--- src/rtl/uart_baud_gen_if.sv ---
// Control and tick bundle between the CSR side (master) and the baud generator (slave).
// The CSR side supplies the divisor and strobes. The generator returns the oversample tick, the baud tick and the phase.
interface uart_baud_gen_if #(
  parameter int DIV_W  = 16,
  parameter int FRAC_W = 4,
  parameter int OSR    = 16
);
  localparam int PH_W = $clog2(OSR);

  logic              i_en;
  logic              i_load;
  logic [DIV_W-1:0]  i_div_int;
  logic [FRAC_W-1:0] i_div_frac;
  logic              o_tick_os;
  logic              o_tick_baud;
  logic [PH_W-1:0]   o_phase;

  modport master (
    output i_en, i_load, i_div_int, i_div_frac,
    input  o_tick_os, o_tick_baud, o_phase
  );

  modport slave (
    input  i_en, i_load, i_div_int, i_div_frac,
    output o_tick_os, o_tick_baud, o_phase
  );
endinterface

--- src/rtl/uart_baud_gen.sv ---
// Fractional baud-rate tick generator: an oversample tick every div_int(+carry) clocks
// and a baud tick on every OSR-th oversample tick. The divisor is shadowed until a load strobe.
module uart_baud_gen #(
  parameter int DIV_W   = 16,
  parameter int FRAC_W  = 4,
  parameter int OSR     = 16,
  parameter int RST_DIV = 27
) (
  input  logic           i_clk,
  input  logic           i_rst_n,
  uart_baud_gen_if.slave bus
);
  localparam int                PH_W    = $clog2(OSR);
  localparam logic [PH_W-1:0]   PH_LAST = PH_W'(OSR - 1);
  localparam logic [PH_W-1:0]   PH_ONE  = PH_W'(1);
  localparam logic [DIV_W-1:0]  DIV_RST = DIV_W'(RST_DIV);
  localparam logic [DIV_W:0]    CNT_ONE = {{DIV_W{1'b0}}, 1'b1};

  logic [DIV_W-1:0]  div_int_reg,  div_int_next;
  logic [FRAC_W-1:0] div_frac_reg, div_frac_next;
  logic [DIV_W:0]    cnt_reg,      cnt_next;
  logic [FRAC_W-1:0] acc_reg,      acc_next;
  logic              carry_reg,    carry_next;
  logic [PH_W-1:0]   phase_reg,    phase_next;
  logic              tick_os_reg,  tick_os_next;
  logic              tick_baud_reg, tick_baud_next;

  logic [DIV_W:0]    div_eff;
  logic [DIV_W:0]    cnt_last;
  logic [FRAC_W:0]   frac_sum;
  logic              period_done;
  logic              phase_wrap;

  // The counter is one bit wider than the divisor so that a full-scale divisor plus carry still fits.
  always_comb begin
    div_eff     = (div_int_reg == '0) ? CNT_ONE : {1'b0, div_int_reg};
    cnt_last    = div_eff - CNT_ONE + {{DIV_W{1'b0}}, carry_reg};
    period_done = (cnt_reg == cnt_last);
    frac_sum    = {1'b0, acc_reg} + {1'b0, div_frac_reg};
    phase_wrap  = (phase_reg == PH_LAST);
  end

  always_comb begin
    div_int_next   = div_int_reg;
    div_frac_next  = div_frac_reg;
    cnt_next       = cnt_reg;
    acc_next       = acc_reg;
    carry_next     = carry_reg;
    phase_next     = phase_reg;
    tick_os_next   = 1'b0;
    tick_baud_next = 1'b0;

    if (bus.i_load) begin
      div_int_next  = bus.i_div_int;
      div_frac_next = bus.i_div_frac;
      cnt_next      = '0;
      acc_next      = '0;
      carry_next    = 1'b0;
      phase_next    = '0;
    end else if (bus.i_en) begin
      if (period_done) begin
        cnt_next       = '0;
        tick_os_next   = 1'b1;
        // The carry out of the phase accumulator stretches the next period by one clock.
        {carry_next, acc_next} = frac_sum;
        phase_next     = phase_wrap ? '0 : phase_reg + PH_ONE;
        tick_baud_next = phase_wrap;
      end else begin
        cnt_next = cnt_reg + CNT_ONE;
      end
    end
  end

  always_ff @(posedge i_clk) begin
    if (!i_rst_n) begin
      div_int_reg   <= DIV_RST;
      div_frac_reg  <= '0;
      cnt_reg       <= '0;
      acc_reg       <= '0;
      carry_reg     <= 1'b0;
      phase_reg     <= '0;
      tick_os_reg   <= 1'b0;
      tick_baud_reg <= 1'b0;
    end else begin
      div_int_reg   <= div_int_next;
      div_frac_reg  <= div_frac_next;
      cnt_reg       <= cnt_next;
      acc_reg       <= acc_next;
      carry_reg     <= carry_next;
      phase_reg     <= phase_next;
      tick_os_reg   <= tick_os_next;
      tick_baud_reg <= tick_baud_next;
    end
  end

  assign bus.o_tick_os   = tick_os_reg;
  assign bus.o_tick_baud = tick_baud_reg;
  assign bus.o_phase     = phase_reg;
endmodule
--- src/flat_wrapper.sv ---
// flat-port wrapper written by rule: the top's interface ports become plain ports
module uart_baud_gen_flat 
#(
  parameter int DIV_W   = 16,
  parameter int FRAC_W  = 4,
  parameter int OSR     = 16,
  parameter int RST_DIV = 27
)
  (i_clk, i_rst_n, bus_i_en, bus_i_load, bus_i_div_int, bus_i_div_frac, bus_o_tick_os, bus_o_tick_baud, bus_o_phase);
  uart_baud_gen_if #(.DIV_W(DIV_W), .FRAC_W(FRAC_W), .OSR(OSR)) bus_i ();
  input  logic i_clk;
  input  logic i_rst_n;
  input wire logic [$bits(bus_i.i_en)-1:0] bus_i_en;
  input wire logic [$bits(bus_i.i_load)-1:0] bus_i_load;
  input wire logic [$bits(bus_i.i_div_int)-1:0] bus_i_div_int;
  input wire logic [$bits(bus_i.i_div_frac)-1:0] bus_i_div_frac;
  output wire logic [$bits(bus_i.o_tick_os)-1:0] bus_o_tick_os;
  output wire logic [$bits(bus_i.o_tick_baud)-1:0] bus_o_tick_baud;
  output wire logic [$bits(bus_i.o_phase)-1:0] bus_o_phase;
  assign bus_i.i_en = bus_i_en;
  assign bus_i.i_load = bus_i_load;
  assign bus_i.i_div_int = bus_i_div_int;
  assign bus_i.i_div_frac = bus_i_div_frac;
  assign bus_o_tick_os = bus_i.o_tick_os;
  assign bus_o_tick_baud = bus_i.o_tick_baud;
  assign bus_o_phase = bus_i.o_phase;
  uart_baud_gen #(.DIV_W(DIV_W), .FRAC_W(FRAC_W), .OSR(OSR), .RST_DIV(RST_DIV)) u_core (.i_clk(i_clk), .i_rst_n(i_rst_n), .bus(bus_i));
endmodule
--- config.mk ---
export PLATFORM = sky130hd
export DESIGN_NAME = uart_baud_gen_flat
export DESIGN_NICKNAME = d
export VERILOG_FILES = /design/src/rtl/uart_baud_gen_if.sv /design/src/rtl/uart_baud_gen.sv /design/src/flat_wrapper.sv
export SDC_FILE = /design/constraint.sdc
export NUM_CORES = 1
export LEC_CHECK = 0
export CAP_MARGIN = 0
export CELL_PAD_IN_SITES_DETAIL_PLACEMENT = 0
export CELL_PAD_IN_SITES_GLOBAL_PLACEMENT = 2
export CORE_MARGIN = 2
export CORE_UTILIZATION = 34
export DETAILED_ROUTE_END_ITERATION = 16
export GPL_ROUTABILITY_DRIVEN = 0
export PLACE_DENSITY = 0.83
export SETUP_SLACK_MARGIN = 0.3
export SLEW_MARGIN = 20
export SYNTH_ARGS = -nofsm -noshare
export SYNTH_HDL_FRONTEND = slang
export SYNTH_SLANG_ARGS = --single-unit
--- constraint.sdc ---
create_clock -name i_clk -period 4.1 [get_ports i_clk]
set_input_delay 0.82 -clock i_clk [delete_from_list [all_inputs] [get_ports i_clk]]
set_output_delay 0.82 -clock i_clk [all_outputs]
set_load 0.02 [all_outputs]
==> key figures, run 1 <==
Detailed routing
  • WL per Instance: 13.95 µm
  • Top routing layer used: met4
  • Average via count per standard cell: 5.033
  • DRC violation total after the first TritonRoute iteration: 93
  • Total DRC errors in the routed layout: 0
  • Post-DRT Antenna Nets: 0
  • Final routed wirelength across all metal layers: 6.000 mm
  • Total iterations of the first detailed-routing run: 4
  • Length of routed met3 wiring: 168 µm
  • Via count: 2164
  • Routed length on met1: 2.919 mm
  • Detail Route met2 WL: 2.828 mm

Global routing
  • Largest net degree at the start of global routing: 23
  • Final global-route overflow total: 0
  • First-pass GRT wire length: 10.03 mm
  • Number of antenna violations at the first check in global routing: 0
  • Via count of the first global-routing pass: 2081
  • Global routing usage summed across all routing layers: 0.1453

Synthesis
  • Prevailing post-synth register cell: dfxtp_1
  • Simple-Gate Fraction of Synth Area: 0.2695
  • Fraction of registers with async set/reset: 0
  • Instance count of the mapped netlist: 301
  • Area fraction of the dominant cell type after synthesis: 0.3587
  • Share of synthesized area spent on multiplexers: 0.07473
  • EDFF count, synth: 0
  • Post-synthesis instance area: 0.002679 mm²
  • Count leader, synth: dfxtp_1
  • Net count of the mapped netlist: 334
  • Number of library cell types mapped by synthesis: 49
  • Average footprint of a synthesized cell: 8.900 µm²
  • Cell accounting for the most synthesized area: dfxtp_1
  • Count of yosys warnings during synthesis: 0
  • List of most frequent post-synthesis cells: dfxtp_1, nor2_1, xor2_1
  • Synthesized-area fraction occupied by ao, oa, aoi and oai cells: 0.08921
  • Sequential share of the synthesized area: 0.3587
  • Synth Area in XOR/XNOR: 0.1275
  • Top post-synthesis cells by area: dfxtp_1, mux2i_1, xor2_1
  • #FFs+latches synth: 48
  • Largest family of logic cells by synthesized area: simple AND/OR/NAND/NOR gates
  • Synthesized-area fraction occupied by adder cells: 0.04484

Timing
  • Min Clock Period, post-route: 3.593 ns
  • Final count of hold timing violations: 0
  • Slew HR: 0.5551
  • Worst-case hold slack: 0.4938 ns
  • Count of pins over their slew limit: 0
  • Timing-limited maximum frequency: 278.3 MHz
  • Total negative slack: 0 ns
  • Setup Skew: 0.006551 ns
  • RSZ-0062 raised after global routing: no
  • Final setup violation count: 0
  • Post-route clock period utilization: 0.8764
  • Transition time at the pin with the least slew margin: 0.6652 ns

Worst setup path
  • Worst reg2reg path depth: 12
  • Largest delay share family, worst path: simple AND/OR/NAND/NOR gates
  • Crit path kind: flip-flop to flip-flop
  • Largest fanout of any net on the critical path: 9
  • Largest stage delay on the critical path: 0.58 ns
  • Startpoint of the lowest-slack register-to-register path: u_core.div_int_reg[10]
  • Critical path endpoint category: flip-flop
  • Buffer and inverter count on the worst path: 0
  • Worst-path cell chain: or4_4 -> or4_4 -> nor2_1 -> nor2_1 -> ha_1 -> nor2b_2 -> and2_1 -> o211ai_1 -> o2111ai_2 -> or3_1 -> or4_1 -> nand2_1
  • Endpoint of the lowest-slack register-to-register path: u_core.bus.o_phase[2]
  • Data arrival at the endpoint of the critical path: 3.84 ns
  • CP max stage cell: or4_4
  • Worst EP required: 4.34 ns
  • FF-to-FF setup slack: 0.51 ns
  • Type of origin of the critical path: flip-flop

Floorplanning
  • Die outline height: 92.77 µm
  • IO Count: 30
  • Core Box Area: 0.007687 mm²
  • Area of the die: 0.008605 mm²
  • Width of the die: 92.77 µm
  • Number of standard-cell rows in the floorplan: 32
  • Initial core utilization: 0.3485

Clock tree
  • Hold bufs inserted after CTS: 0
  • Post-CTS Setup Repair Bufs: 0
  • Latest clock arrival within the worst-skew pair: 0.30 ns
  • Gates resized, CTS repair: 0
  • Number of sinks on the clock net: 48
  • CTS tree: yes
  • Library cell used as clock root buffer: clkbuf_8
  • Longest Clk Path Bufs: 2
  • Number of buffers created by CTS: 5
  • Clock slew seen by the registers of the worst setup and hold paths: 0.09 ns
  • Depth of the CTS H-tree: 2

Power
  • Cell leakage power: 1.172 nW
  • Part of the power in combinational logic: 0.133
  • Peak supply drop: 158.1 µV
  • Proportion of total power due to net switching: 0.2564
  • Proportion of power drawn by the clock network: 0.324
  • Power density over the cells: 286.3 mW/mm²
  • Net switching power figure: 0.2340 mW
  • Internal power: 0.6786 mW
  • Sequential cell fraction of total power: 0.544

Hold path
  • Endpoint of the worst hold path: u_core.acc_reg[0]
  • Startpoint of the lowest-slack hold path: u_core.acc_reg[0]
  • Worst hold-check path type: flip-flop to flip-flop
  • Hold Path Cell Cnt: 2

Layout
  • Fraction of layout cells with a size suffix above 1: 0.08232
  • Post-route standard cell area excluding fillers: 0.003188 mm²
  • Antenna Diode Count: 0
  • Number of standard cells in the layout, taps in and fillers out: 430
  • # fillers: 788
  • Max FFs per register: 17
  • Layout-stage area growth over the synthesis result: 19.01%
  • Post-layout nets: 360

Placement
  • Area post-placement: 0.003065 mm²
  • Half-perimeter wire length after placement: 4.526 mm
  • Cells after DPL: 422
  • Number of I/O port buffers: 29

Run status
  • Status: finished clean

Run
  • Number of max-cap violations: 0
layout make-up:
class                   instances  area, µm²  area share
multi-input cells             231       1648      0.5169
flip-flops and latches         48      960.9      0.3014
repair buffers                 34      331.6      0.1040
clock buffers                   7      86.33     0.02708
clock inverters                 1      7.507    0.002355
inverters                       7      26.28    0.008242
well taps                     102      127.6     0.04003
worst max path at each step:
stage	startpoint	to	slack [ns]	cells after the start
4_1_cts	u_core.div_int_reg[10]	u_core.cnt_reg[3]	0.39	13
5_1_grt	u_core.div_int_reg[10]	u_core.bus.o_phase[2]	0.32	14
3_5_place_dp	u_core.div_int_reg[10]	u_core.cnt_reg[13]	0.44	13
3_3_place_gp	u_core.div_int_reg[10]	u_core.cnt_reg[11]	0.49	13
2_1_floorplan	u_core.div_int_reg[10]	u_core.cnt_reg[10]	0.56	14
6_report	u_core.div_int_reg[10]	u_core.bus.o_phase[2]	0.51	12
worst register-to-register path: stages (launching register included):
cell and delay (ns):
dfxtp_1 0.38, or4_4 0.58, or4_4 0.50, nor2_1 0.12
nor2_1 0.05, ha_1 0.20, nor2b_2 0.22, and2_1 0.19
o211ai_1 0.22, o2111ai_2 0.20, or3_1 0.41, or4_1 0.40
nand2_1 0.07
layer usage:
layer  up-vias  global-route usage
li1       1120                   -
met1      1006              0.1885
met2        29              0.2391
met3         9             0.03173
met4         0             0.04779
met5         -                   0
cell families after synthesis:
family,after synthesis
adders and majority gates,9
DFF,48
buffers and inverters,22
and+or+nand+nor,129
AOI/OAI and AO/OA,34
muxes,20
xor gates and xnor gates,39
per-stage QoR:
stage / power, mW / worst slack, ns / util
2_1_floorplan: 0.5798 / 0.5563 / -
3_3_place_gp: 0.6247 / 0.4887 / 0.3988
3_5_place_dp: 0.6247 / 0.4381 / 0.3988
4_1_cts: 0.9250 / 0.3869 / 0.4110
5_1_grt: 0.9556 / 0.3152 / 0.4147
6_report: 0.9126 / 0.5068 / 0.4147
cells in the final DEF (no fill, tap or decap), drive strengths merged, types with 6 or more instances in the layout:
cell type	synthesis	layout
ha	8	8
clkbuf	10	7
xnor2	17	17
nor4	6	6
mux2i	20	20
nand3	10	10
nor3	6	6
o211ai	7	7
inv	7	7
clkdlybuf4s50	0	29
nor2b	19	19
a21oi	7	7
dfxtp	48	48
nand2	19	19
xor2	22	22
nor2	27	27
nand4	12	12
power groups by stage:
stage	Clock [mW]	Sequential (mW)	Combinational, mW
after floorplan	0	0.499	0.0804
after global placement	0	0.507	0.118
after detailed placement	0	0.507	0.118
after CTS	0.310	0.496	0.119
after global routing	0.323	0.498	0.135
final	0.295	0.496	0.121
(Power assumes the default switching activity.)
==> run 2: changes to the inputs <==
--- a/config.mk
+++ b/config.mk
@@ -9,10 +9,10 @@
 export CELL_PAD_IN_SITES_DETAIL_PLACEMENT = 0
 export CELL_PAD_IN_SITES_GLOBAL_PLACEMENT = 2
 export CORE_MARGIN = 2
-export CORE_UTILIZATION = 34
+export CORE_UTILIZATION = 37
 export DETAILED_ROUTE_END_ITERATION = 16
 export GPL_ROUTABILITY_DRIVEN = 0
-export PLACE_DENSITY = 0.83
+export PLACE_DENSITY = 0.89
 export SETUP_SLACK_MARGIN = 0.3
 export SLEW_MARGIN = 20
 export SYNTH_ARGS = -nofsm -noshare
==> constraint.sdc (replaced) <==
create_clock -name i_clk -period 4.55 [get_ports i_clk]
set_input_delay 0.91 -clock i_clk [delete_from_list [all_inputs] [get_ports i_clk]]
set_output_delay 0.91 -clock i_clk [all_outputs]
set_load 0.02 [all_outputs]
==> key figures, run 2 (synthesized netlist as in run 1, its figures left out) <==
Floorplanning
  • Number of standard-cell rows in the floorplan: 31
  • Width of the die: 89.09 µm
  • Die outline height: 89.09 µm
  • Core Box Area: 0.007137 mm²
  • IO Count: 30
  • Area of the die: 0.007937 mm²
  • Initial core utilization: 0.3754

Worst setup path
  • Largest stage delay on the critical path: 0.63 ns
  • Cell seen most often among critical-path stages: nor2_1
  • Data arrival at the endpoint of the critical path: 4.20 ns
  • CP max stage cell: or4_1
  • Critical path endpoint category: flip-flop
  • Type of origin of the critical path: flip-flop
  • Worst EP required: 4.79 ns
  • Largest fanout of any net on the critical path: 13
  • Worst-path cell chain: or4_4 -> or4_4 -> nor2_1 -> nor2_1 -> ha_1 -> ha_1 -> xor2_1 -> o211ai_1 -> a21oi_1 -> nor2_1 -> nand4_1 -> or4_1 -> nand2_1
  • Crit path kind: flip-flop to flip-flop

Timing
  • Worst-case hold slack: 0.4879 ns
  • Count of pins over their slew limit: 0
  • Slew HR: 0.5566
  • Post-route clock period utilization: 0.8697
  • Final setup violation count: 0
  • Setup Skew: 0.007711 ns
  • Min Clock Period, post-route: 3.957 ns
  • RSZ-0062 raised after global routing: no
  • Timing-limited maximum frequency: 252.7 MHz
  • Transition time at the pin with the least slew margin: 0.6630 ns
  • Total negative slack: 0 ns
  • Post-layout worst setup margin: 0.5930 ns
  • Final count of hold timing violations: 0

Clock tree
  • Latest clock arrival within the worst-skew pair: 0.30 ns
  • Longest Clk Path Bufs: 2
  • Gates resized, CTS repair: 0
  • Clock slew seen by the registers of the worst setup and hold paths: 0.09 ns
  • Hold bufs inserted after CTS: 0
  • Library cell used as clock root buffer: clkbuf_8
  • Depth of the CTS H-tree: 2
  • Post-CTS Setup Repair Bufs: 0
  • Number of buffers created by CTS: 5
  • CTS tree: yes
  • Number of sinks on the clock net: 48

Power
  • Power Total: 0.8200 mW
  • Cell leakage power: 1.153 nW
  • Power density over the cells: 261.7 mW/mm²
  • Peak supply drop: 169.5 µV

Run
  • Number of max-cap violations: 0

Detailed routing
  • Total iterations of the first detailed-routing run: 4
  • Via count: 2168
  • Average via count per standard cell: 5.113
  • Final routed wirelength across all metal layers: 6.038 mm
  • DRC violation total after the first TritonRoute iteration: 87
  • Post-DRT Antenna Nets: 0
  • WL per Instance: 14.24 µm
  • Total DRC errors in the routed layout: 0

Global routing
  • First-pass GRT wire length: 10.50 mm
  • Via count of the first global-routing pass: 2189
  • Number of antenna violations at the first check in global routing: 0
  • Largest net degree at the start of global routing: 24
  • Global routing usage summed across all routing layers: 0.1680
  • Final global-route overflow total: 0

Placement
  • Cells after DPL: 416
  • Post-Place Worst Slack: 0.6447 ns
  • Number of I/O port buffers: 29
  • Half-perimeter wire length after placement: 4.490 mm

Layout
  • Number of standard cells in the layout, taps in and fillers out: 424
  • Layout-stage area growth over the synthesis result: 16.95%
  • Most frequent cells in the layout: dfxtp_1, clkdlybuf4s50_1, nor2_1, xor2_1, mux2i_1
  • Max FFs per register: 17
  • Most common cell after layout, fill and taps aside: dfxtp_1
  • Post-layout nets: 357
  • Antenna Diode Count: 0
  • Fraction of layout cells with a size suffix above 1: 0.05538

Hold path
  • Worst hold-check path type: flip-flop to flip-flop

Run status
  • Status: finished clean
## run 2: critical path, delay by kind of cell, from the launching register on
| kind | cells | cell delay, ns |
|---|---|---|
| flops | 1 | 0.38 |
| fa+ha+maj | 2 | 0.50 |
| compound gates | 2 | 0.26 |
| xor+xnor | 1 | 0.18 |
| simple gates | 8 | 2.58 |
## run 2: worst paths after layout
kind / start / end / slack [ns] / cells after the start
worst max-delay path: u_core.div_int_reg[10] / u_core.bus.o_phase[2] / 0.59 / 13
worst min-delay path: u_core.acc_reg[0] / u_core.acc_reg[0] / 0.49 / 2
worst max register to register: u_core.div_int_reg[10] / u_core.bus.o_phase[2] / 0.59 / 13
worst min register to register: u_core.acc_reg[0] / u_core.acc_reg[0] / 0.49 / 2
## run 2: layer usage
layer,share of wire,routed length (µm),track usage,vias up
met3,0.036,219,0.02955,10
met4,0.016,94,0.05699,0
li1,-,-,-,1114
met2,0.49,2929,0.2815,40
met5,0,0,0,-
met1,0.46,2795,0.2182,1004
## run 2: through the flow
stage / area [µm²] / util
2_1_floorplan: 2679 / -
3_3_place_gp: 3039 / 0.4258
3_5_place_dp: 3039 / 0.4258
4_1_cts: 3133 / 0.4390
5_1_grt: 3133 / 0.4390
6_report: 3133 / 0.4390
## run 2: report_power, final
part	switching [mW]	total (mW)	internal, mW
clock network	0.144	0.268	0.124
logic	0.0521	0.106	0.0535
registers	0.0157	0.447	0.431
total	0.212	0.820	0.608
## run 2: layout make-up
class	instances	area, µm²
Multi-Input combinational cell	231	1623
Clock buffer	7	86.33
Sequential cell	48	960.9
Fill cell	753	4004
Tap cell	99	123.9
Timing Repair Buffer	31	305.3
Clock inverter	1	7.507
Inverter	7	26.28
==> run 3: changes to the inputs <==
--- a/config.mk
+++ b/config.mk
@@ -12,7 +12,7 @@
 export CORE_UTILIZATION = 37
 export DETAILED_ROUTE_END_ITERATION = 16
 export GPL_ROUTABILITY_DRIVEN = 0
-export PLACE_DENSITY = 0.89
+export PLACE_DENSITY = 0.84
 export SETUP_SLACK_MARGIN = 0.3
 export SLEW_MARGIN = 20
 export SYNTH_ARGS = -nofsm -noshare
==> key figures, run 3 (synthesized netlist as in run 1, its figures left out) <==
Global routing
  • Number of antenna violations at the first check in global routing: 0
  • Final global-route overflow total: 0
  • Global routing usage summed across all routing layers: 0.1708
  • GRT met1 Usage: 0.2096
  • Busiest grt layer: met2
  • Largest net degree at the start of global routing: 24
  • First-pass GRT wire length: 10.58 mm
  • Met2 Track Usage GR: 0.3084
  • Via count of the first global-routing pass: 2212
  • Global-route track usage on met3: 0.02862

Detailed routing
  • Final routed wirelength across all metal layers: 6.012 mm
  • WL per Instance: 14.18 µm
  • Post-DRT Antenna Nets: 0
  • DRC violation total after the first TritonRoute iteration: 72
  • Via count: 2162
  • Average via count per standard cell: 5.099
  • Total DRC errors in the routed layout: 0
  • Total iterations of the first detailed-routing run: 4

Worst setup path
  • CP max stage cell: or4_1
  • Data arrival at the endpoint of the critical path: 4.19 ns
  • Cell seen most often among critical-path stages: nor2_1
  • FF-to-FF setup slack: 0.61 ns
  • Type of origin of the critical path: flip-flop
  • Largest stage delay on the critical path: 0.63 ns
  • Worst EP required: 4.80 ns
  • Crit path kind: flip-flop to flip-flop
  • Critical path endpoint category: flip-flop
  • Worst-path cell chain: or4_4 -> or4_4 -> nor2_1 -> nor2_1 -> ha_1 -> ha_1 -> xor2_1 -> o211ai_1 -> a21oi_1 -> nor2_1 -> nand4_1 -> or4_1 -> nand2_1
  • Endpoint of the lowest-slack register-to-register path: u_core.bus.o_phase[2]
  • Startpoint of the lowest-slack register-to-register path: u_core.div_int_reg[10]
  • Worst reg2reg path depth: 13
  • End point of the critical path: u_core.bus.o_phase[2]
  • Critical Path Start: u_core.div_int_reg[10]
  • Largest fanout of any net on the critical path: 13

Layout
  • Post-layout nets: 358
  • Max FFs per register: 17
  • Antenna Diode Count: 0
  • Post-route standard cell area excluding fillers: 0.003124 mm²
  • Most frequent cells in the layout: dfxtp_1, clkdlybuf4s50_1, nor2_1, xor2_1, mux2i_1
  • Layout-stage area growth over the synthesis result: 16.63%
  • Number of standard cells in the layout, taps in and fillers out: 424
  • Most common cell after layout, fill and taps aside: dfxtp_1
  • Fraction of layout cells with a size suffix above 1: 0.05538
  • # fillers: 757

Floorplanning
  • Die outline height: 89.09 µm
  • IO Count: 30
  • Width of the die: 89.09 µm
  • Number of standard-cell rows in the floorplan: 31
  • Core Box Area: 0.007137 mm²
  • Area of the die: 0.007937 mm²
  • Initial core utilization: 0.3754

Timing
  • Final count of hold timing violations: 0
  • Post-layout worst setup margin: 0.6079 ns
  • Count of pins over their slew limit: 0
  • Min Clock Period, post-route: 3.942 ns
  • Transition time at the pin with the least slew margin: 0.6609 ns
  • Timing-limited maximum frequency: 253.7 MHz
  • Total negative slack: 0 ns
  • Final setup violation count: 0
  • Setup Skew: 0.005520 ns
  • Post-route clock period utilization: 0.8664
  • RSZ-0062 raised after global routing: no
  • Slew HR: 0.5580

Hold path
  • Worst hold-check path type: flip-flop to flip-flop

Clock tree
  • Longest Clk Path Bufs: 2
  • Number of sinks on the clock net: 48
  • Latest clock arrival within the worst-skew pair: 0.30 ns
  • Hold bufs inserted after CTS: 0
  • Gates resized, CTS repair: 0
  • Library cell used as clock root buffer: clkbuf_8
  • Depth of the CTS H-tree: 2
  • Clock slew seen by the registers of the worst setup and hold paths: 0.09 ns
  • Number of buffers created by CTS: 5
  • CTS tree: yes
  • Post-CTS Setup Repair Bufs: 0

Power
  • Internal power: 0.5900 mW
  • Proportion of power drawn by the clock network: 0.305
  • Peak supply drop: 150.0 µV
  • Part of the power in combinational logic: 0.135
  • Cell leakage power: 1.154 nW
  • Net switching power figure: 0.2056 mW
  • Power density over the cells: 254.7 mW/mm²
  • Sequential cell fraction of total power: 0.560
  • Proportion of total power due to net switching: 0.2584

Run status
  • Status: finished clean

Placement
  • Half-perimeter wire length after placement: 4.599 mm
  • Cells after DPL: 417
  • Post-Place Worst Slack: 0.6677 ns
  • Number of I/O port buffers: 29
  • Area post-placement: 0.003047 mm²

Run
  • Number of max-cap violations: 0
==> run 3: cell types whose count changed in the layout (fill, tap and decap cells not counted) <==
| cell | previous run | this run |
|---|---|---|
| clkinv_2 | 0 | 1 |
| clkinvlp_4 | 1 | 0 |
| clkbuf_8 | 6 | 5 |
| buf_4 | 2 | 3 |
==> run 3: cell type report <==
class / instances / area (µm²) / share of cell area
Multi-Input combinational cell: 231 / 1623 / 0.5194
Sequential cell: 48 / 960.9 / 0.3076
Timing Repair Buffer: 32 / 312.8 / 0.1001
Tap cell: 99 / 123.9 / 0.03965
Clock buffer: 6 / 72.57 / 0.02323
Inverter: 7 / 26.28 / 0.008410
Clock inverter: 1 / 5.005 / 0.001602
==> run 3: worst min-delay path by stage <==
stage	startpoint	end	slack [ns]	cells past startpoint
floorplan	u_core.div_int_reg[0]	u_core.div_int_reg[0]	0.44	2
global placement	u_core.acc_reg[0]	u_core.acc_reg[0]	0.48	2
detailed placement	u_core.acc_reg[0]	u_core.acc_reg[0]	0.48	2
CTS	u_core.acc_reg[0]	u_core.acc_reg[0]	0.49	2
global route	u_core.acc_reg[2]	u_core.acc_reg[2]	0.51	2
finish	u_core.acc_reg[0]	u_core.acc_reg[0]	0.49	2
==> run 3: through the flow <==
step	utilization	power, mW	hold slack (ns)
after floorplan	-	0.5225	0.4424
after global placement	0.4269	0.5630	0.4797
after detailed placement	0.4269	0.5635	0.4796
after CTS	0.4378	0.8057	0.4920
after global routing	0.4378	0.8353	0.5089
final	0.4378	0.7956	0.4905
==> run 3: worst max-delay path: cells and delay by family, from the launching register on <==
family,cells,cell delay [ns]
fa+ha+maj,2,0.50
simple gates,8,2.58
xor+xnor,1,0.18
compound gates,2,0.25
flops,1,0.39
==> run 3: routing by layer <==
metal	vias to the layer above	part of all wire
li1	1111	-
met1	1009	0.46
met2	34	0.50
met3	8	0.025
met4	0	0.013
met5	-	0
==> run 3: power groups by stage <==
stage | registers (mW) | logic, mW | clock network [mW]
after global routing | 0.448 | 0.121 | 0.266
after global placement | 0.455 | 0.108 | 0
after CTS | 0.446 | 0.108 | 0.252
after floorplan | 0.450 | 0.0725 | 0
after detailed placement | 0.456 | 0.108 | 0
final | 0.446 | 0.107 | 0.242
==> patch 1 (settings of run 1) <==
`OSR` is set to 16 in 3 places; all go to 8.
--- a/src/rtl/uart_baud_gen_if.sv
+++ b/src/rtl/uart_baud_gen_if.sv
@@ -4,5 +4,5 @@
   parameter int DIV_W  = 16,
   parameter int FRAC_W = 4,
-  parameter int OSR    = 16
+  parameter int OSR    = 8
 );
   localparam int PH_W = $clog2(OSR);
--- a/src/rtl/uart_baud_gen.sv
+++ b/src/rtl/uart_baud_gen.sv
@@ -4,5 +4,5 @@
   parameter int DIV_W   = 16,
   parameter int FRAC_W  = 4,
-  parameter int OSR     = 16,
+  parameter int OSR     = 8,
   parameter int RST_DIV = 27
 ) (
--- a/src/flat_wrapper.sv
+++ b/src/flat_wrapper.sv
@@ -4,5 +4,5 @@
   parameter int DIV_W   = 16,
   parameter int FRAC_W  = 4,
-  parameter int OSR     = 16,
+  parameter int OSR     = 8,
   parameter int RST_DIV = 27
 )
Ports: changed (resized bus_o_phase); port bits go from 30 to 29. The function was not compared with the original's and may differ.
==> patch 1 against run 1 <==
  * Clock power is 5% lower
  * Area after synthesis up 2.6%
  * Power down 3.9%
  * Final area shrank 0.27%
  * Wire length is 1.2% higher
  * Synthesized cell count up 1.7%
  * Setup slack improved by 0.13 ns
  * Largest power group unchanged
  * Critical path depth stayed put
  * Via count up 0.51%
  * Non-clock buffer count down 1
  * Sequential cell count decreased by 1
==> patch 1: results (changes against run 1) <==
status - finished, final reports clean
Arr. time, crit path - 3.65 ns (-0.19 ns)
slew margin rel. - 51.5% (-4.0 points)
DRC Markers - 0 (unchanged)
IO Port Bufs - 28 (-3.4%)
routed wire length - 6070 um (+1.2%)
vias in the first global route - 2063 (-0.86%)
fill cell count - 793 (+0.63%)
leak pwr - 1.22 nW (+3.8%)
initial antenna violation count - 0 (unchanged)
clock slew at reported path FFs - 0.09 ns (about the same)
largest net degree at the start of global routing - 23 (unchanged)
clock latency at the later pin of the worst-skew pair - 0.30 ns (about the same)
Hold Path Depth - 2 (unchanged)
Post-DP HPWL - 4520 um (about the same)
syn_nets - 340 (+1.8%)
sequential fraction of the synthesis area - 34.2% (-1.6 points)
Worst Path Max Fanout - 14 (+5)
ANT cells - 0 (unchanged)
Post-synth top cells - dfxtp_1, mux2i_1, nand2_1, nor2_1, nor2b_1
top cells by area, synth - dfxtp_1, mux2i_1, xor2_1
GRT Total Usage - 14.4% (-0.14 points)
vias - 2175 (+0.51%)
first-pass GRT wire length - 10100 um (+0.83%)
Largest stage delay, worst path - 0.60 ns (+0.02 ns)
nets - 361 (+0.28%)
worst hold path type - register to register
CTS buffer count - 5 (unchanged)
DRT iter0 DRCs - 58 (-38%)
Largest register FFs - 17 (unchanged)
fraction of layout cells with a size suffix above 1 - 7.32% (-0.91 points)
Max stage delay cell, worst path - or4b_2
htree depth - 2 (unchanged)
worst clock skew - 0.00831 ns (+0.00176 ns)
Yosys cell types - 50 (+2.0%)
FFs w/ async S/R, synth - 0% (unchanged)
Peak VDD IR - 0.118 mV (-25%)
reg2reg path depth - 12 (unchanged)
-- patch 1: changes by cell type after synthesis, sizes merged, moves of 4 or more --
cell	run 1	this run
nand4	12	6
nor2b	19	23
mux2i	20	27
o211ai	7	2
xor2	22	18
nand2	19	26
-- patch 1: worst min-delay path, stage by stage, from the launching register on --
cell	delay, ns
dfxtp_1	0.32
nand2_1	0.06
mux2i_1	0.05
-- patch 1: final cells by class --
cell class	instances	area, um2	area share [%]
Inverter	9	33.8	1.06
Timing Repair Buffer	33	318	10.0
Clock buffer	6	72.6	2.28
Multi-Input combinational cell	231	1670	52.7
Clock inverter	2	12.5	0.394
Sequential cell	47	941	29.6
Tap cell	102	128	4.01
-- patch 1: final timing paths --
check / slack, ns / from / end
max: 0.64 / u_core.div_int_reg[11] / u_core.cnt_reg[13]
min: 0.47 / u_core.acc_reg[0] / u_core.acc_reg[0]
max reg2reg: 0.64 / u_core.div_int_reg[11] / u_core.cnt_reg[13]
min reg2reg: 0.47 / u_core.acc_reg[0] / u_core.acc_reg[0]
-- patch 1: repair_timing --
action                                  4_1_cts  5_1_grt
endpoints found under the setup margin        0       23
hold endpoints to repair                      0        0
buffers inserted                              0        0
resized for setup                             0        2
-- patch 1: cells by family after synthesis --
| logic type | count (synthesis) | synth area share [%] |
|---|---|---|
| AO/OA/AOI/OAI | 33 | 9.06 |
| XOR/XNOR | 33 | 10.5 |
| adder cells (fa/ha/maj) | 10 | 4.83 |
| buffers and inverters | 28 | 5.14 |
| flip-flops | 47 | 34.2 |
| multiplexers | 27 | 9.84 |
| AND/OR/NAND/NOR | 128 | 26.4 |
-- patch 1: metal layers --
layer  global-route usage, %  vias to the layer above  routed length, um
li1                        -                     1115                  -
met1                    17.9                      994               2770
met2                    24.4                       52               2900
met3                    2.57                       14                237
met4                    6.04                        0                163
met5                       0                        -                  0
-- patch 1: power breakdown --
group          internal [mW]  total (mW)  switching (mW)
logic                 0.0606       0.110          0.0491
clock network          0.120       0.279           0.159
registers              0.469       0.488          0.0198
-- patch 1: stage by stage --
| step | power, mW | setup WS (ns) | cells | cell area (um2) | hold slack [ns] |
|---|---|---|---|---|---|
| final | 0.877 | 0.641 | 430 | 3180 | 0.474 |
| after global routing | 0.924 | 0.379 | 430 | 3180 | 0.500 |
| after CTS | 0.887 | 0.536 | 430 | 3170 | 0.477 |
| after detailed placement | 0.608 | 0.552 | 422 | 3090 | 0.464 |
| after global placement | 0.608 | 0.598 | 422 | 3090 | 0.451 |
| after floorplan | 0.566 | 0.941 | 306 | 2750 | 0.438 |
==> patch 2 (config.mk and constraints of run 1) <==
Without the edit above. Reset style: asynchronous (`i_rst_n`), changed in one clocked block.
--- a/src/rtl/uart_baud_gen.sv
+++ b/src/rtl/uart_baud_gen.sv
@@ -72,5 +72,5 @@
   end
 
-  always_ff @(posedge i_clk) begin
+  always_ff @(posedge i_clk or negedge i_rst_n) begin
     if (!i_rst_n) begin
       div_int_reg   <= DIV_RST;
Function: differs if i_rst_n is asserted again (counterexample within 4 cycles, from zero or initial values and one cycle with i_rst_n low); with i_rst_n held inactive, the same outputs for 10 cycles.
==> patch 2 against run 1 <==
  * Final cell count is 3.3% higher
  * Largest power group unchanged
  * Sequential cell count unchanged
  * Wire length increased by 23%
  * Area after synthesis up 15%
  * Via count up 13%
  * Hold slack got worse by 0.0055 ns
  * Core utilization fell by 0.54 points
  * Setup slack worse by 0.014 ns
  * Final area grew 12%
  * Largest cell class unchanged
  * Power is 16% higher
  * Count of clock-buffer cells in the layout shrank 1
  * Sequential share of layout area increased by 3.8 points
  * Critical endpoint is now u_core.acc_reg[3]
  * Fmax decreased by 0.40%
==> patch 2: results (changes against run 1) <==
status - finished, final reports clean
clock buffers - 6 (-1)
yosys warns - 0 (unchanged)
initial antenna violation count - 0 (unchanged)
largest net degree at the start of global routing - 40 (+74%)
routed wire length - 7370 um (+23%)
Register Area - 0.00121 mm2 (+26%)
worst hold path type - input pin to asynchronous set/reset pin
Post-DP HPWL - 5260 um (+16%)
cell-internal power - 0.775 mW (+14%)
vias - 2448 (+13%)
Inst Count DP - 434 (+2.8%)
Worst Path Max Fanout - 7 (-2)
DRT iter0 DRCs - 134 (+44%)
final cell count without fillers - 444 (+3.3%)
Area Growth Syn to Fin - 16.3%
placed inst area - 0.00341 mm2 (+11%)
first-pass GRT wire length - 12400 um (+24%)
fill cell count - 864 (+9.6%)
worst slew pin tran - 0.636 ns (-0.0297 ns)
vias in the first global route - 2456 (+18%)
Yosys cell types - 58 (+18%)
ANT cells - 0 (unchanged)
top_reg_cell synth - dfrtp_1
reg2reg path depth - 11 (-1)
Longest Clk Path Bufs - 2 (unchanged)
Root Buffer - clkbuf_8
multi-input combinational area share - 49.4% (-2.3 points)
ClkCell Share - 3.40% (+0.46 points)
Max stage delay cell, worst path - dfstp_2
Post-synth top cells - dfrtp_1, nand2_1, nor2_1, mux2_2, xnor2_1
clock latency at the later pin of the worst-skew pair - 0.31 ns
CTS buffer count - 5 (unchanged)
GRT Total Usage - 15.8% (+1.3 points)
FFs w/ async S/R, synth - 100% (+100 points)
reg2reg setup slack - 0.49 ns
fraction of layout cells with a size suffix above 1 - 15.5% (+7.2 points)
Largest stage delay, worst path - 0.62 ns (+0.04 ns)
clock slew at reported path FFs - 0.10 ns
leak pwr - 1.47 nW (+25%)
Buffers excl. clock - 33 (-2.9%)
Hold Slack - 0.488 ns (-0.00552 ns)
non-clk buf share - 8.83% (-1.6 points)
nets - 368 (+2.2%)
Place WS - 0.317 ns (-0.121 ns)
syn_nets - 346 (+3.6%)
worst clock skew - 0.00815 ns (+0.00160 ns)
top cells by area, synth - dfrtp_1, mux2_2, xnor2_1
TritonRoute pass-1 iters - 4 (unchanged)
Reg-to-Reg Start - u_core.div_int_reg[4]
htree depth - 2 (unchanged)
Peak VDD IR - 0.172 mV (+8.8%)
sequential fraction of the synthesis area - 39.3% (+3.4 points)
number of multi-input logic gates - 240 (+3.9%)
RR Endpoint - u_core.acc_reg[3]
Synth Instances - 313 (+4.0%)
inverters - 7 (unchanged)
[patch 2: power by group through the flow]
stage                     clock network (mW)  logic, mW  registers (mW)
after floorplan                            0      0.109           0.526
final                                  0.369      0.155           0.533
after global placement                     0      0.149           0.541
after global routing                   0.400      0.176           0.537
after detailed placement                   0      0.151           0.542
after CTS                              0.384      0.153           0.534
[patch 2: metal layers]
layer	track usage, %	vias to the layer above	routed length (um)
li1	-	1189	-
met1	21.7	1231	3610
met2	26.0	24	3530
met3	2.62	4	173
met4	4.11	0	61
met5	0	-	0
[patch 2: how the worst max path moves through the flow]
stage                               start           endpoint  slack, ns  cells past startpoint
global placement    u_core.div_int_reg[5]  u_core.cnt_reg[6]       0.47                     12
CTS                 u_core.div_int_reg[5]  u_core.acc_reg[3]       0.31                     12
floorplan           u_core.div_int_reg[3]  u_core.acc_reg[2]       0.78                     13
global route        u_core.div_int_reg[7]  u_core.acc_reg[3]       0.30                     12
finish              u_core.div_int_reg[4]  u_core.acc_reg[3]       0.49                     11
detailed placement  u_core.div_int_reg[5]  u_core.cnt_reg[7]       0.32                     12
[patch 2: cells by family after synthesis]
group,after synthesis,synth area share [%]
fa+ha+maj,9,3.91
xor+xnor,25,7.13
mux,30,10.5
flops,48,39.3
simple gates,133,25.2
compound gates,42,9.74
buf+inv,26,4.20
[patch 2: critical path: cells and delay by family (launching register included)]
family / cells / cell delay, ns
AO/OA/AOI/OAI: 4 / 0.77
adder cells (fa/ha/maj): 2 / 0.46
flip-flops: 1 / 0.62
multiplexers: 1 / 0.21
AND/OR/NAND/NOR: 4 / 1.47
[patch 2: what timing repair did]
action,CTS,global route
resized for setup,1,5
buffers inserted,0,1
setup endpoints to repair,7,28
cloned,0,1
